[config.mk]
export PLATFORM = sky130hd
export DESIGN_NAME = mc_ctrl_gen_flat
export DESIGN_NICKNAME = d
export VERILOG_FILES = /design/src/rtl/mc_ctrl_gen_if.sv /design/src/rtl/mc_ctrl_gen.sv /design/src/flat_wrapper.sv
export SDC_FILE = /design/constraint.sdc
export NUM_CORES = 1
export LEC_CHECK = 0
export ABC_AREA = 1
export CORE_UTILIZATION = 40
export CTS_BUF_LIST = sky130_fd_sc_hd__clkbuf_8
export DETAILED_ROUTE_END_ITERATION = 8
export PLACE_DENSITY = 0.72
export SLEW_MARGIN = 20
export SYNTH_ARGS = -nofsm -noshare
export SYNTH_HDL_FRONTEND = slang
export SYNTH_SLANG_ARGS = --single-unit
[constraint.sdc]
create_clock -name clk -period 3.05 [get_ports clk]
set_clock_uncertainty 0.15 [all_clocks]
set_input_delay 0.4575 -clock clk [delete_from_list [all_inputs] [get_ports clk]]
set_output_delay 0.4575 -clock clk [all_outputs]
set_load 0.03 [all_outputs]
[src/rtl/mc_ctrl_gen_if.sv]
// Bus-side and PE-side handshake bundle for mc_ctrl_gen.
//   bus_valid/bus_tag/bus_type/bus_data : beat offered by the global data bus
//   bus_ready                           : beat consumed this cycle
//   pe_valid/pe_type/pe_data            : head entry of the PE-side queue
//   pe_ready                            : PE accepts the head entry
// master : the side that drives the bus beat and the PE ready (bus/PE model).
// slave  : the controller itself.
interface mc_ctrl_gen_if #(
  parameter int unsigned DATA_W = 32,
  parameter int unsigned ID_W   = 6
) ();

  logic              bus_valid;
  logic [ID_W-1:0]   bus_tag;
  logic [1:0]        bus_type;
  logic [DATA_W-1:0] bus_data;
  logic              bus_ready;

  logic              pe_valid;
  logic [1:0]        pe_type;
  logic [DATA_W-1:0] pe_data;
  logic              pe_ready;

  modport master (
    output bus_valid, bus_tag, bus_type, bus_data, pe_ready,
    input  bus_ready, pe_valid, pe_type, pe_data
  );

  modport slave (
    input  bus_valid, bus_tag, bus_type, bus_data, pe_ready,
    output bus_ready, pe_valid, pe_type, pe_data
  );

endinterface

[src/rtl/mc_ctrl_gen.sv]
// Multicast controller between the global data bus and one PE.
// Each bus beat's tag is compared with a programmed ID under a mask (all-ones
// tag = broadcast). Matching beats of type weight/ifmap/psum are queued in a
// small FIFO; matching type-3 beats are consumed and counted as drops.
// Non-matching beats are always consumed so a stalled PE never blocks the bus.
// Ports:
//   clk, rstn          : clock (rising edge), asynchronous active-low reset
//   cfg_we/id/mask     : load new ID and compare mask (mask bit 1 = compared)
//   bus (slave)        : bus beat in, PE head entry out
//   fifo_count         : queue occupancy
//   drop_cnt           : saturating count of matching type-3 beats
module mc_ctrl_gen #(
  parameter int unsigned    DATA_W   = 32,
  parameter int unsigned    ID_W     = 6,
  parameter int unsigned    DEPTH    = 4,
  parameter logic [ID_W-1:0] RESET_ID = '0
) (
  input  logic                   clk,
  input  logic                   rstn,
  input  logic                   cfg_we,
  input  logic [ID_W-1:0]        cfg_id,
  input  logic [ID_W-1:0]        cfg_mask,
  mc_ctrl_gen_if.slave           bus,
  output logic [$clog2(DEPTH):0] fifo_count,
  output logic [7:0]             drop_cnt
);

  localparam int unsigned      PTR_W    = $clog2(DEPTH);
  localparam int unsigned      CNT_W    = PTR_W + 1;
  localparam logic [CNT_W-1:0] FULL_CNT = CNT_W'(DEPTH);

  typedef struct packed {
    logic [1:0]        typ;
    logic [DATA_W-1:0] data;
  } entry_t;

  logic [ID_W-1:0]  id_q, mask_q;
  entry_t           mem_q [DEPTH];
  logic [PTR_W-1:0] wr_ptr_q, wr_ptr_d;
  logic [PTR_W-1:0] rd_ptr_q, rd_ptr_d;
  logic [CNT_W-1:0] count_q, count_d;
  logic [7:0]       drop_q, drop_d;

  logic full, match, accept, push, pop, drop;

  // Match, handshake and next-state logic.
  always_comb begin
    full   = (count_q == FULL_CNT);
    match  = (&bus.bus_tag) | (((bus.bus_tag ^ id_q) & mask_q) == '0);
    // A full queue holds matching beats even if a pop happens this cycle.
    accept = bus.bus_valid & match & ~full;
    push   = accept & (bus.bus_type != 2'd3);
    drop   = accept & (bus.bus_type == 2'd3);
    pop    = (count_q != '0) & bus.pe_ready;

    wr_ptr_d = push ? wr_ptr_q + PTR_W'(1) : wr_ptr_q;
    rd_ptr_d = pop  ? rd_ptr_q + PTR_W'(1) : rd_ptr_q;

    count_d = count_q;
    case ({push, pop})
      2'b10:   count_d = count_q + CNT_W'(1);
      2'b01:   count_d = count_q - CNT_W'(1);
      default: count_d = count_q;
    endcase

    drop_d = drop_q;
    if (drop && (drop_q != 8'hFF)) begin
      drop_d = drop_q + 8'd1;
    end
  end

  // Configuration registers; a new value applies to beats in the next cycle.
  always_ff @(posedge clk or negedge rstn) begin
    if (!rstn) begin
      id_q   <= RESET_ID;
      mask_q <= '1;
    end else if (cfg_we) begin
      id_q   <= cfg_id;
      mask_q <= cfg_mask;
    end
  end

  // Queue control and drop counter.
  always_ff @(posedge clk or negedge rstn) begin
    if (!rstn) begin
      wr_ptr_q <= '0;
      rd_ptr_q <= '0;
      count_q  <= '0;
      drop_q   <= '0;
    end else begin
      wr_ptr_q <= wr_ptr_d;
      rd_ptr_q <= rd_ptr_d;
      count_q  <= count_d;
      drop_q   <= drop_d;
    end
  end

  // Storage is cleared on reset so the head reads zero out of reset.
  always_ff @(posedge clk or negedge rstn) begin
    if (!rstn) begin
      for (int i = 0; i < int'(DEPTH); i++) begin
        mem_q[i] <= '0;
      end
    end else if (push) begin
      mem_q[wr_ptr_q] <= '{typ: bus.bus_type, data: bus.bus_data};
    end
  end

  // Outputs come straight from registered state; no bus-to-PE bypass.
  always_comb begin
    bus.bus_ready = ~match | ~full;
    bus.pe_valid  = (count_q != '0);
    bus.pe_type   = mem_q[rd_ptr_q].typ;
    bus.pe_data   = mem_q[rd_ptr_q].data;
    fifo_count    = count_q;
    drop_cnt      = drop_q;
  end

endmodule

[src/flat_wrapper.sv]
// flat-port wrapper written by rule: the top's interface ports become plain ports
module mc_ctrl_gen_flat 
#(
  parameter int unsigned    DATA_W   = 32,
  parameter int unsigned    ID_W     = 6,
  parameter int unsigned    DEPTH    = 4,
  parameter logic [ID_W-1:0] RESET_ID = '0
)
  (clk, rstn, cfg_we, cfg_id, cfg_mask, fifo_count, drop_cnt, bus_bus_valid, bus_bus_tag, bus_bus_type, bus_bus_data, bus_pe_ready, bus_bus_ready, bus_pe_valid, bus_pe_type, bus_pe_data);
  mc_ctrl_gen_if #(.DATA_W(DATA_W), .ID_W(ID_W)) bus_i ();
  input  logic clk;
  input  logic rstn;
  input  logic cfg_we;
  input  logic [ID_W-1:0] cfg_id;
  input  logic [ID_W-1:0] cfg_mask;
  output logic [$clog2(DEPTH):0] fifo_count;
  output logic [7:0] drop_cnt;
  input wire logic [$bits(bus_i.bus_valid)-1:0] bus_bus_valid;
  input wire logic [$bits(bus_i.bus_tag)-1:0] bus_bus_tag;
  input wire logic [$bits(bus_i.bus_type)-1:0] bus_bus_type;
  input wire logic [$bits(bus_i.bus_data)-1:0] bus_bus_data;
  input wire logic [$bits(bus_i.pe_ready)-1:0] bus_pe_ready;
  output wire logic [$bits(bus_i.bus_ready)-1:0] bus_bus_ready;
  output wire logic [$bits(bus_i.pe_valid)-1:0] bus_pe_valid;
  output wire logic [$bits(bus_i.pe_type)-1:0] bus_pe_type;
  output wire logic [$bits(bus_i.pe_data)-1:0] bus_pe_data;
  assign bus_i.bus_valid = bus_bus_valid;
  assign bus_i.bus_tag = bus_bus_tag;
  assign bus_i.bus_type = bus_bus_type;
  assign bus_i.bus_data = bus_bus_data;
  assign bus_i.pe_ready = bus_pe_ready;
  assign bus_bus_ready = bus_i.bus_ready;
  assign bus_pe_valid = bus_i.pe_valid;
  assign bus_pe_type = bus_i.pe_type;
  assign bus_pe_data = bus_i.pe_data;
  mc_ctrl_gen #(.DATA_W(DATA_W), .ID_W(ID_W), .DEPTH(DEPTH), .RESET_ID(RESET_ID)) u_core (.clk(clk), .rstn(rstn), .cfg_we(cfg_we), .cfg_id(cfg_id), .cfg_mask(cfg_mask), .bus(bus_i), .fifo_count(fifo_count), .drop_cnt(drop_cnt));
endmodule
==> results.sh <==
export IMPL_status="finished clean"
export IMPL_reg2regPathDepth=11
export IMPL_utilization_pct=48.92
export IMPL_min_path_type="reg -> reg"
export IMPL_antenna_found_initial=1
export IMPL_tightest_slew_ns=0.7238
export IMPL_cts_root_buf="clkbuf_8"
export IMPL_grt_start_max_net_pins=147
export IMPL_max_slew_margin_pct=51.75
export IMPL_vias_per_cell=5.532
export IMPL_reg2reg_to="u_core.fifo_count[2]$_DFFE_PN0P_"
export IMPL_maxCapViolations=0
export IMPL_critPathMaxFanout=17
export IMPL_drv_slew=0
export IMPL_first_global_vias=6855
export IMPL_clk_pin_slew_ns=0.08
export IMPL_leakagePower_nw=4.725
export IMPL_hold_viol=0
export IMPL_ant_nets=0
export IMPL_clock_path_buffers=2
export IMPL_grt_usage_pct=22.86
export IMPL_rsz0062_at_grt="false"
export IMPL_start_util_pct=40.99
export IMPL_num_vias=7269
export IMPL_layout_setup_ws_ns=0.1166
export IMPL_fmaxAchievable_mhz=340.9
export IMPL_synth_warnings=0
export IMPL_htree_levels=4
export IMPL_crit_arrival_ns=2.33
export IMPL_worstSetupStartpointType="register"
export IMPL_clk_latency_ns=0.46
export IMPL_yosysSeqAreaShare_pct=50.89
export IMPL_syn_num_nets=1032
export IMPL_async_flop_share_pct=100.0
export IMPL_numPortBuffers=103
export IMPL_syn_to_final_growth_pct=19.34
export IMPL_die_y_um=143.7
export IMPL_total_power_mw=9.463
export IMPL_combinationalPowerShare_pct=48.2
export IMPL_vdd_drop_max_mv=0.3818
export IMPL_p_sw_share_pct=44.49
export IMPL_drive_gt1_share_pct=10.88
export IMPL_wire_per_inst_um=17.06
export IMPL_rows=51
export IMPL_intPower_mw=5.253
export IMPL_ys_flop_type="dfrtp_1"
export IMPL_final_nets=1100
export IMPL_cp_required_ns=2.44
export IMPL_syn_area_um2=8030
export IMPL_setup_tns_ns=0
export IMPL_place_gp_congestion=0.7906
export IMPL_clkPwrFrac_pct=16.1
export IMPL_post_route_drc_count=0
export IMPL_yosys_cell_types_count=28
export IMPL_cts_sinks=163
export IMPL_postSynthCellCount=968
export IMPL_cts_buffers=17
export IMPL_p_per_area_nw_per_um2=987.5
export IMPL_period_share_pct=96.18
export IMPL_end_kind="output port"
export IMPL_synth_seq_cells=163
export IMPL_place_worst_setup_slack_ns=0.1818
export IMPL_synth_edff_count=0
export IMPL_crit_type="reg -> out"
export IMPL_dr_first_iter_drc_count=707
export IMPL_whs_ns=0.3311
export IMPL_die_area_um2=20650
export IMPL_syn_area_per_cell_um2=8.296
export IMPL_finalCriticalPeriod_ns=2.933
export IMPL_whs_path_depth=2
export IMPL_dp_hpwl_mm=12.71
export IMPL_design_core_area_um2=19590
export IMPL_setup_viol=0
export IMPL_fill_cells=1884
export IMPL_grt_pass1_wl_mm=36.34
export IMPL_io_pin_count=104
export IMPL_cts_tree="yes"
export IMPL_holdPathEnd="u_core.mem_q[98]$_DFFE_PN0P_"
export IMPL_dieWidth_um=143.7
export IMPL_rrSetupSlack_ns=0.65
export IMPL_first_pass_iters=5
export IMPL_wirelength_mm=22.42
export IMPL_rr_startpoint="u_core.fifo_count[0]$_DFFE_PN0P_"
export IMPL_p_switching_mw=4.210
export IMPL_hold_path_startpoint="u_core.mem_q[98]$_DFFE_PN0P_"
export IMPL_seqPwrFrac_pct=35.7
export IMPL_grt_remaining_overflow=0
-- worst max path at each step --
stage	startpoint	end	slack (ns)	depth (start not counted)
after floorplan	u_core.fifo_count[2]$_DFFE_PN0P_	u_core.fifo_count[2]$_DFFE_PN0P_	0.57	13
after global placement	bus_bus_tag[1]	u_core.fifo_count[2]$_DFFE_PN0P_	0.26	15
after detailed placement	bus_bus_tag[0]	u_core.fifo_count[1]$_DFFE_PN0P_	0.18	10
after CTS	u_core.rd_ptr_q[1]$_DFFE_PN0P_	bus_pe_data[12]	0.07	4
after global routing	u_core.rd_ptr_q[0]$_DFFE_PN0P_	bus_pe_data[11]	0.03	4
final	u_core.rd_ptr_q[0]$_DFFE_PN0P_	bus_pe_data[10]	0.12	4
-- logic make-up (layout without fill, tap and decap cells) --
kind of cell / count (synthesis) / in the layout / synth area share (%)
flip-flops: 163 / 163 / 50.89
AO/OA/AOI/OAI: 108 / 108 / 7.308
adder cells (fa/ha/maj): 7 / 7 / 1.184
other: 0 / 1 / 0
AND/OR/NAND/NOR: 567 / 567 / 31.91
XOR/XNOR: 7 / 7 / 0.7635
multiplexers: 10 / 10 / 1.402
buffers and inverters: 106 / 186 / 6.544
-- critical path, cell delays in order (launching register included) --
cell and delay, ns:
dfrtp_2 0.53, buf_4 0.27, o21ai_0 0.11, o22ai_1 0.23, clkdlybuf4s50_1 0.71
-- routing by layer --
metal | track usage [%] | vias up | share of wire [%]
met4 | 6.495 | 0 | 1.4
met3 | 6.998 | 34 | 9.6
met1 | 32.31 | 3462 | 44
li1 | - | 3433 | -
met5 | 0 | - | 0
met2 | 33.65 | 340 | 45
-- cell usage after synthesis (4+ instances only) --
cell / n / area (um^2)
nand2_1: 315 / 1182
dfrtp_1: 157 / 3929
nand4_1: 146 / 913.4
nor2_1: 86 / 322.8
o21ai_0: 72 / 360.4
clkbuf_1: 49 / 183.9
o22ai_1: 34 / 212.7
inv_1: 22 / 82.58
buf_2: 15 / 75.07
buf_6: 14 / 157.7
mux2_2: 10 / 112.6
nand3_1: 10 / 50.05
dfstp_2: 6 / 157.7
ha_1: 6 / 75.07
xor2_1: 5 / 43.79
nand4_2: 4 / 50.05
-- registers in the layout, indices dropped and copies added (netlist names) --
name	cells
u_core.mem_q	136
u_core.id_q	6
u_core.fifo_count	3
u_core.wr_ptr_q	2
u_core.rd_ptr_q	2
u_core.mask_q	6
u_core.drop_cnt	8
-- cell usage in the layout (no fill, tap or decap), types with 2 or more instances in the layout --
cell / instances
buf_12: 7
buf_4: 49
clkbuf_8: 21
clkdlybuf4s50_1: 73
clkinvlp_4: 5
dfrtp_1: 156
dfstp_2: 6
ha_1: 6
inv_1: 23
mux2_2: 10
nand2_1: 315
nand3_1: 10
nand4_1: 146
nand4_2: 4
nor2_1: 86
nor3_1: 2
o21ai_0: 72
o22ai_1: 34
xnor2_1: 2
xor2_1: 5
-- power by group through the flow --
stage | clock network (mW) | registers, mW | logic [mW]
finish | 1.52 | 3.38 | 4.57
global route | 1.65 | 3.47 | 4.99
CTS | 1.56 | 3.36 | 4.55
detailed placement | 0 | 3.38 | 4.54
global placement | 0 | 3.38 | 4.48
floorplan | 0 | 3.32 | 2.89
-- through the flow --
stage          cell area (um^2)  instances
2_1_floorplan              8030        968
3_3_place_gp               9168       1278
3_5_place_dp               9168       1278
4_1_cts                    9555       1310
5_1_grt                    9580       1313
6_report                   9583       1314
-- repair_timing --
action	CTS	global route
hold buffers	1	0
gates resized for setup	1	2
endpoints found under the setup margin	5	6
setup buffers	0	3
endpoints found under the hold margin	64	0
-- cell type report --
class | instances | area, um^2 | area share [%]
Tap cell | 265 | 331.6 | 3.460
Timing Repair Buffer | 131 | 1260 | 13.15
Inverter | 24 | 96.34 | 1.005
Multi-Input combinational cell | 699 | 3431 | 35.80
Clock inverter | 10 | 85.08 | 0.8878
Sequential cell | 163 | 4088 | 42.66
Clock buffer | 21 | 289.0 | 3.016
Antenna cell | 1 | 2.502 | 0.02611
Note: power is estimated with default switching activity, not from simulation.
